--- src/rtl/instr_encoder.sv ---
// Encodes decoded RV32I requests into instruction words and writes them to sequential imem slots.
// Optional build macro ENC_RANGE_CHECK_EN rejects immediates that the encoding would truncate.
module instr_encoder #(
    parameter logic [31:0] BASE_ADDR = 32'h0000_0000,
    parameter int unsigned DEPTH     = 256
) (
    input  logic        clk,
    input  logic        reset,
    input  logic        in_valid,
    output logic        in_ready,
    input  logic [2:0]  in_class,
    input  logic [2:0]  in_funct3,
    input  logic [6:0]  in_funct7,
    input  logic [4:0]  in_rd,
    input  logic [4:0]  in_rs1,
    input  logic [4:0]  in_rs2,
    input  logic [12:0] in_imm,
    output logic        imem_we,
    output logic [31:0] imem_addr,
    output logic [31:0] imem_wdata,
    output logic        full,
    output logic        err
);

    localparam int unsigned PtrW = $clog2(DEPTH) + 1;
    localparam logic [PtrW-1:0] PtrFull = PtrW'(DEPTH);

`ifdef ENC_RANGE_CHECK_EN
    localparam bit RangeCheck = 1'b1;
`else
    localparam bit RangeCheck = 1'b0;
`endif

    typedef enum logic [1:0] {StIdle, StEncode, StWrite, StFull} state_e;

    state_e          state_q;
    logic [PtrW-1:0] ptr_q;
    logic            we_q;
    logic [31:0]     addr_q;
    logic [31:0]     wdata_q;
    logic            full_q;
    logic            err_q;

    logic [2:0]      class_q;
    logic [2:0]      funct3_q;
    logic [6:0]      funct7_q;
    logic [4:0]      rd_q;
    logic [4:0]      rs1_q;
    logic [4:0]      rs2_q;
    logic [12:0]     imm_q;

    logic            accept;
    logic [31:0]     word;
    logic            class_bad;
    logic            range_bad;
    logic            illegal;
    logic [PtrW-1:0] ptr_inc;

    assign in_ready   = (state_q == StIdle);
    assign accept     = in_valid & in_ready;
    assign imem_we    = we_q;
    assign imem_addr  = addr_q;
    assign imem_wdata = wdata_q;
    assign full       = full_q;
    assign err        = err_q;
    assign ptr_inc    = ptr_q + 1'b1;

    always_comb begin
        word      = '0;
        class_bad = 1'b0;
        case (class_q)
            3'd0: word = {funct7_q, rs2_q, rs1_q, funct3_q, rd_q, 7'b0110011};
            3'd1: word = {imm_q[11:0], rs1_q, funct3_q, rd_q, 7'b0010011};
            3'd2: word = {imm_q[11:0], rs1_q, funct3_q, rd_q, 7'b0000011};
            3'd3: word = {imm_q[11:5], rs2_q, rs1_q, funct3_q, imm_q[4:0], 7'b0100011};
            3'd4: word = {imm_q[12], imm_q[10:5], rs2_q, rs1_q, funct3_q,
                          imm_q[4:1], imm_q[11], 7'b1100011};
            default: class_bad = 1'b1;
        endcase
    end

    // Only 12-bit immediates fit I/S forms; branch offsets must be even.
    always_comb begin
        range_bad = 1'b0;
        if ((class_q == 3'd1 || class_q == 3'd2 || class_q == 3'd3) && (imm_q[12] != imm_q[11])) begin
            range_bad = 1'b1;
        end
        if (class_q == 3'd4 && imm_q[0]) begin
            range_bad = 1'b1;
        end
        illegal = class_bad | (RangeCheck & range_bad);
    end

    always_ff @(posedge clk) begin
        if (accept) begin
            class_q  <= in_class;
            funct3_q <= in_funct3;
            funct7_q <= in_funct7;
            rd_q     <= in_rd;
            rs1_q    <= in_rs1;
            rs2_q    <= in_rs2;
            imm_q    <= in_imm;
        end
    end

    always_ff @(posedge clk) begin
        if (reset) begin
            state_q <= StIdle;
            ptr_q   <= '0;
            we_q    <= 1'b0;
            addr_q  <= BASE_ADDR;
            wdata_q <= '0;
            full_q  <= 1'b0;
            err_q   <= 1'b0;
        end else begin
            case (state_q)
                StIdle: begin
                    if (accept) begin
                        state_q <= StEncode;
                    end
                end
                StEncode: begin
                    if (illegal) begin
                        err_q   <= 1'b1;
                        state_q <= StIdle;
                    end else begin
                        we_q    <= 1'b1;
                        addr_q  <= BASE_ADDR + 32'({ptr_q, 2'b00});
                        wdata_q <= word;
                        state_q <= StWrite;
                    end
                end
                StWrite: begin
                    we_q  <= 1'b0;
                    ptr_q <= ptr_inc;
                    if (ptr_inc == PtrFull) begin
                        full_q  <= 1'b1;
                        state_q <= StFull;
                    end else begin
                        state_q <= StIdle;
                    end
                end
                StFull: begin
                    state_q <= StFull;
                end
                default: state_q <= StIdle;
            endcase
        end
    end

endmodule

--- config.mk ---
export PLATFORM = sky130hd
export DESIGN_NAME = instr_encoder
export DESIGN_NICKNAME = d
export VERILOG_FILES = /design/src/rtl/instr_encoder.sv
export SDC_FILE = /design/constraint.sdc
export NUM_CORES = 1
export LEC_CHECK = 0
export CAP_MARGIN = 20
export CORE_MARGIN = 2
export CORE_UTILIZATION = 53
export CTS_BUF_LIST = sky130_fd_sc_hd__clkbuf_8
export DETAILED_ROUTE_END_ITERATION = 12
export DONT_BUFFER_PORTS = 1
export GPL_TIMING_DRIVEN = 0
export HOLD_SLACK_MARGIN = 0.06
export PLACE_DENSITY_LB_ADDON = 0.12
export SETUP_SLACK_MARGIN = 0.02
export SYNTH_ARGS = -nofsm -noshare
export SYNTH_HDL_FRONTEND = slang
export SYNTH_SLANG_ARGS = --single-unit
--- constraint.sdc ---
create_clock -name clk -period 2.8 [get_ports clk]
set_clock_uncertainty 0.05 [all_clocks]
set_input_delay 0.14 -clock clk [delete_from_list [all_inputs] [get_ports clk]]
set_output_delay 0.14 -clock clk [all_outputs]
set_load 0.02 [all_outputs]
==> parameters.txt <==
Parameter                              Value

Drt
  Final wirelength    7.69 mm
  First DRT Iteration DRCs    77
  Final routed wire length divided by cell count    14.6 µm
  TritonRoute pass-1 iters    4
  Final ANT Viol Nets    0
  DRC violations left    0
  Vias per cell    5.03
  Total number of vias    2652

Synthesis
  Compound-gate portion of the synthesized area    0.133
  Count of distinct cell types in the synthesized netlist    44
  Most area-hungry cell type in the Yosys netlist    sky130_fd_sc_hd__edfxtp_1
  Number of register bits inferred by synthesis    93
  Count of synthesis-stage warnings from yosys    0
  Adder-cell area share of the yosys netlist    0.00334
  Combinational family with the most area after synthesis    simple AND/OR/NAND/NOR gates
  Synth Flop Type    sky130_fd_sc_hd__dfxtp_1
  Area share of xor/xnor cells in the synthesized design    0.0211
  Number of enable flip-flop cells after synthesis    41
  Synth top area cells    sky130_fd_sc_hd__edfxtp_1 (33%), sky130_fd_sc_hd__dfxtp_1 (28%), sky130_fd_sc_hd__buf_4 (5.4%), sky130_fd_sc_hd__nand2_1 (4.7%), sky130_fd_sc_hd__a21oi_1 (4.1%)
  Gate count of the mapped netlist    348
  Share of Yosys cell area claimed by the top area cell type    0.329
  Fraction of registers with async set or reset after synthesis    0
  Post-Synth Simple-Gate Area    0.147
  Mean instance size in the synthesized netlist    10.8 µm²
  Area of the mapped netlist    3740 µm²
  Multiplexer area fraction after synthesis    0.00301
  Share of the yosys chip area belonging to registers    0.607

Global routing
  Number of global-route vias before repair    2372
  Largest net degree at the start of global routing    42
  Grt ovf    0
  Global router's overall resource usage    0.198
  Global-route wire length before repair    11.5 mm
  Antenna violations before repair    0

Floorplan
  DIE HEIGHT    88.0 µm
  Die Span X    88.0 µm
  Die outline area    7750 µm²
  Effective utilization at floorplan    0.548
  Top-Level Pins    112
  Cell Rows    30
  Core outline area    6830 µm²

Setup path
  Setup crit end kind    register
  Worst Path Required    3000 ps
  Startpoint kind of the worst setup timing path    register
  Type of the worst setup path    register to register
  WP data arrival    2060 ps
  Maximum fanout along the worst path    10

Clocking
  Clock buffer depth    2
  Later-pin clock latency in the skew report    350 ps
  Library cell used as clock root buffer    sky130_fd_sc_hd__clkbuf_8
  Clock slew at the register clock pins of the worst setup and hold paths    90 ps
  Number of buffers created by CTS    9
  CTS tree    yes
  Number of levels the H-tree was split into    3
  CTS Sinks    93
  Post CTS Setup Buffer Count    0

Layout
  Final net count    471
  Sequential standard cell area    2270 µm²
  Final Non-Filler Cells    527
  Number of diodes added for antenna fixing    0
  Area growth from synthesis to layout    22.1%
  Area taken by multi-input logic gates    1240 µm²
  Fillers    563
  Share of layout cells above drive strength 1    0.151

Timing
  Worst slew slack as a fraction of its limit    0.637
  Final count of hold timing violations    0
  Setup repair after global routing missed its margin    false
  Time the worst path needs with I/O delays and setup    1860 ps
  Final Max Tran Viols    0
  Final-layout setup total negative slack    0 ps
  Tightest Pin Transition    545 ps
  Post-route worst setup slack    940 ps
  Setup violators final    0
  Maximum clock rate    538 MHz
  Final worst-path cycle share    0.664

Status
  Result of the run    finished clean

Placed design
  Half-perimeter wire length after detailed placement    5.10 mm
  GP Congestion    0.893
  Port buffer count    0
  Worst slack at placement    1040 ps
  Cell Count Post-Placement    469

Pwr
  Power per cell area    571 nW/µm²
  Leak    1.68 nW
  VDD IR-drop max    0.414 mV
  Total power draw    2.61 mW

Hold path
  Worst Hold Class    primary input to register

Run
  Max Cap Viol    0
critical path, stage by stage (launching register included):
cell	delay [ps]
sky130_fd_sc_hd__edfxtp_1	470
sky130_fd_sc_hd__or2_1	290
sky130_fd_sc_hd__buf_6	150
sky130_fd_sc_hd__a21oi_4	250
sky130_fd_sc_hd__buf_6	190
sky130_fd_sc_hd__nor2_1	60
sky130_fd_sc_hd__a311oi_2	310
placed cells by master (no fill, tap or decap), types with 3 or more instances in the layout:
master	n
sky130_fd_sc_hd__nor2b_1	12
sky130_fd_sc_hd__buf_2	7
sky130_fd_sc_hd__a31oi_1	6
sky130_fd_sc_hd__edfxtp_1	41
sky130_fd_sc_hd__clkbuf_1	10
sky130_fd_sc_hd__buf_4	27
sky130_fd_sc_hd__inv_1	5
sky130_fd_sc_hd__o21ai_0	8
sky130_fd_sc_hd__o221a_2	5
sky130_fd_sc_hd__dlygate4sd3_1	42
sky130_fd_sc_hd__clkbuf_8	10
sky130_fd_sc_hd__xor2_1	5
sky130_fd_sc_hd__a21oi_1	31
sky130_fd_sc_hd__xnor2_1	4
sky130_fd_sc_hd__nor3_1	10
sky130_fd_sc_hd__nand4_1	3
sky130_fd_sc_hd__a311oi_2	4
sky130_fd_sc_hd__conb_1	25
sky130_fd_sc_hd__nand2_1	47
sky130_fd_sc_hd__dfxtp_1	52
sky130_fd_sc_hd__nor2_1	36
sky130_fd_sc_hd__a222oi_1	4
per-layer routing:
metal / global-route usage / wire [µm]
met1: 0.243 / 3210
met4: 0.0744 / 185
met5: 0 / 0
met2: 0.329 / 3820
met3: 0.0641 / 483
synth_stat cells (all sizes together) (3+ instances only):
cell	n
xnor2	4
inv	4
nor2	36
nand2	47
a21oi	32
dfxtp	52
nor2b	12
o21ai	8
nand4	3
o221a	5
buf	36
edfxtp	41
clkbuf	11
nor3	10
xor2	5
a31oi	6
a222oi	4
a311oi	6
repair_timing:
| action | in CTS | in global routing |
|---|---|---|
| hold endpoints to repair | 42 | 0 |
| resized for setup | 0 | 0 |
| endpoints found under the setup margin | 0 | 0 |
| hold buffers | 42 | 0 |
path summary, 6_finish.rpt:
kind	slack, ps	start	depth (start not counted)	to
setup reg to reg	940	class_q[0]	6	imem_wdata[27]
hold / removal	110	reset	2	imem_wdata[25]
setup / recovery	940	class_q[0]	6	imem_wdata[27]
hold reg to reg	440	rs2_q[3]	2	imem_wdata[23]
through the flow:
step           instance area, µm²   util  hold slack (ps)
5_1_grt                      4570  0.669              146
2_1_floorplan                3830      -              189
3_3_place_gp                 3950  0.579              189
3_5_place_dp                 3980  0.582              189
4_1_cts                      4570  0.669              115
6_report                     4570  0.669              112
cell type report:
cell class / instances / share of cell area
Buffer: 47 / 0.0662
Clock buffer: 10 / 0.0301
Clock inverter: 6 / 0.00848
Inverter: 4 / 0.00328
Multi-Input combinational cell: 228 / 0.272
Sequential cell: 93 / 0.497
Tap cell: 96 / 0.0263
Timing Repair Buffer: 43 / 0.0963
sequential cells by signal, indices dropped and copies added (netlist names), 2 cells and up:
| signal | flops |
|---|---|
| rs2_q | 5 |
| rs1_q | 5 |
| funct3_q | 3 |
| rd_q | 5 |
| imem_addr | 9 |
| imem_wdata | 29 |
| ptr_q | 9 |
| class_q | 3 |
| imm_q | 13 |
| state_q | 2 |
| funct7_q | 7 |
kinds of logic after synthesis:
group,Yosys count
buffers and inverters,51
flip-flops,93
multiplexers,1
other,1
AND/OR/NAND/NOR,122
AO/OA/AOI/OAI,70
XOR/XNOR,9
adder cells (fa/ha/maj),1
where the power goes:
part	switching [mW]	leakage, nW	total [mW]	internal (mW)
Clock	0.449	0.0938	0.795	0.345
Sequential	0.0628	0.816	1.55	1.48
Combinational	0.147	0.774	0.267	0.120
Total	0.659	1.68	2.61	1.95
Note: power is estimated with default switching activity, not from simulation.
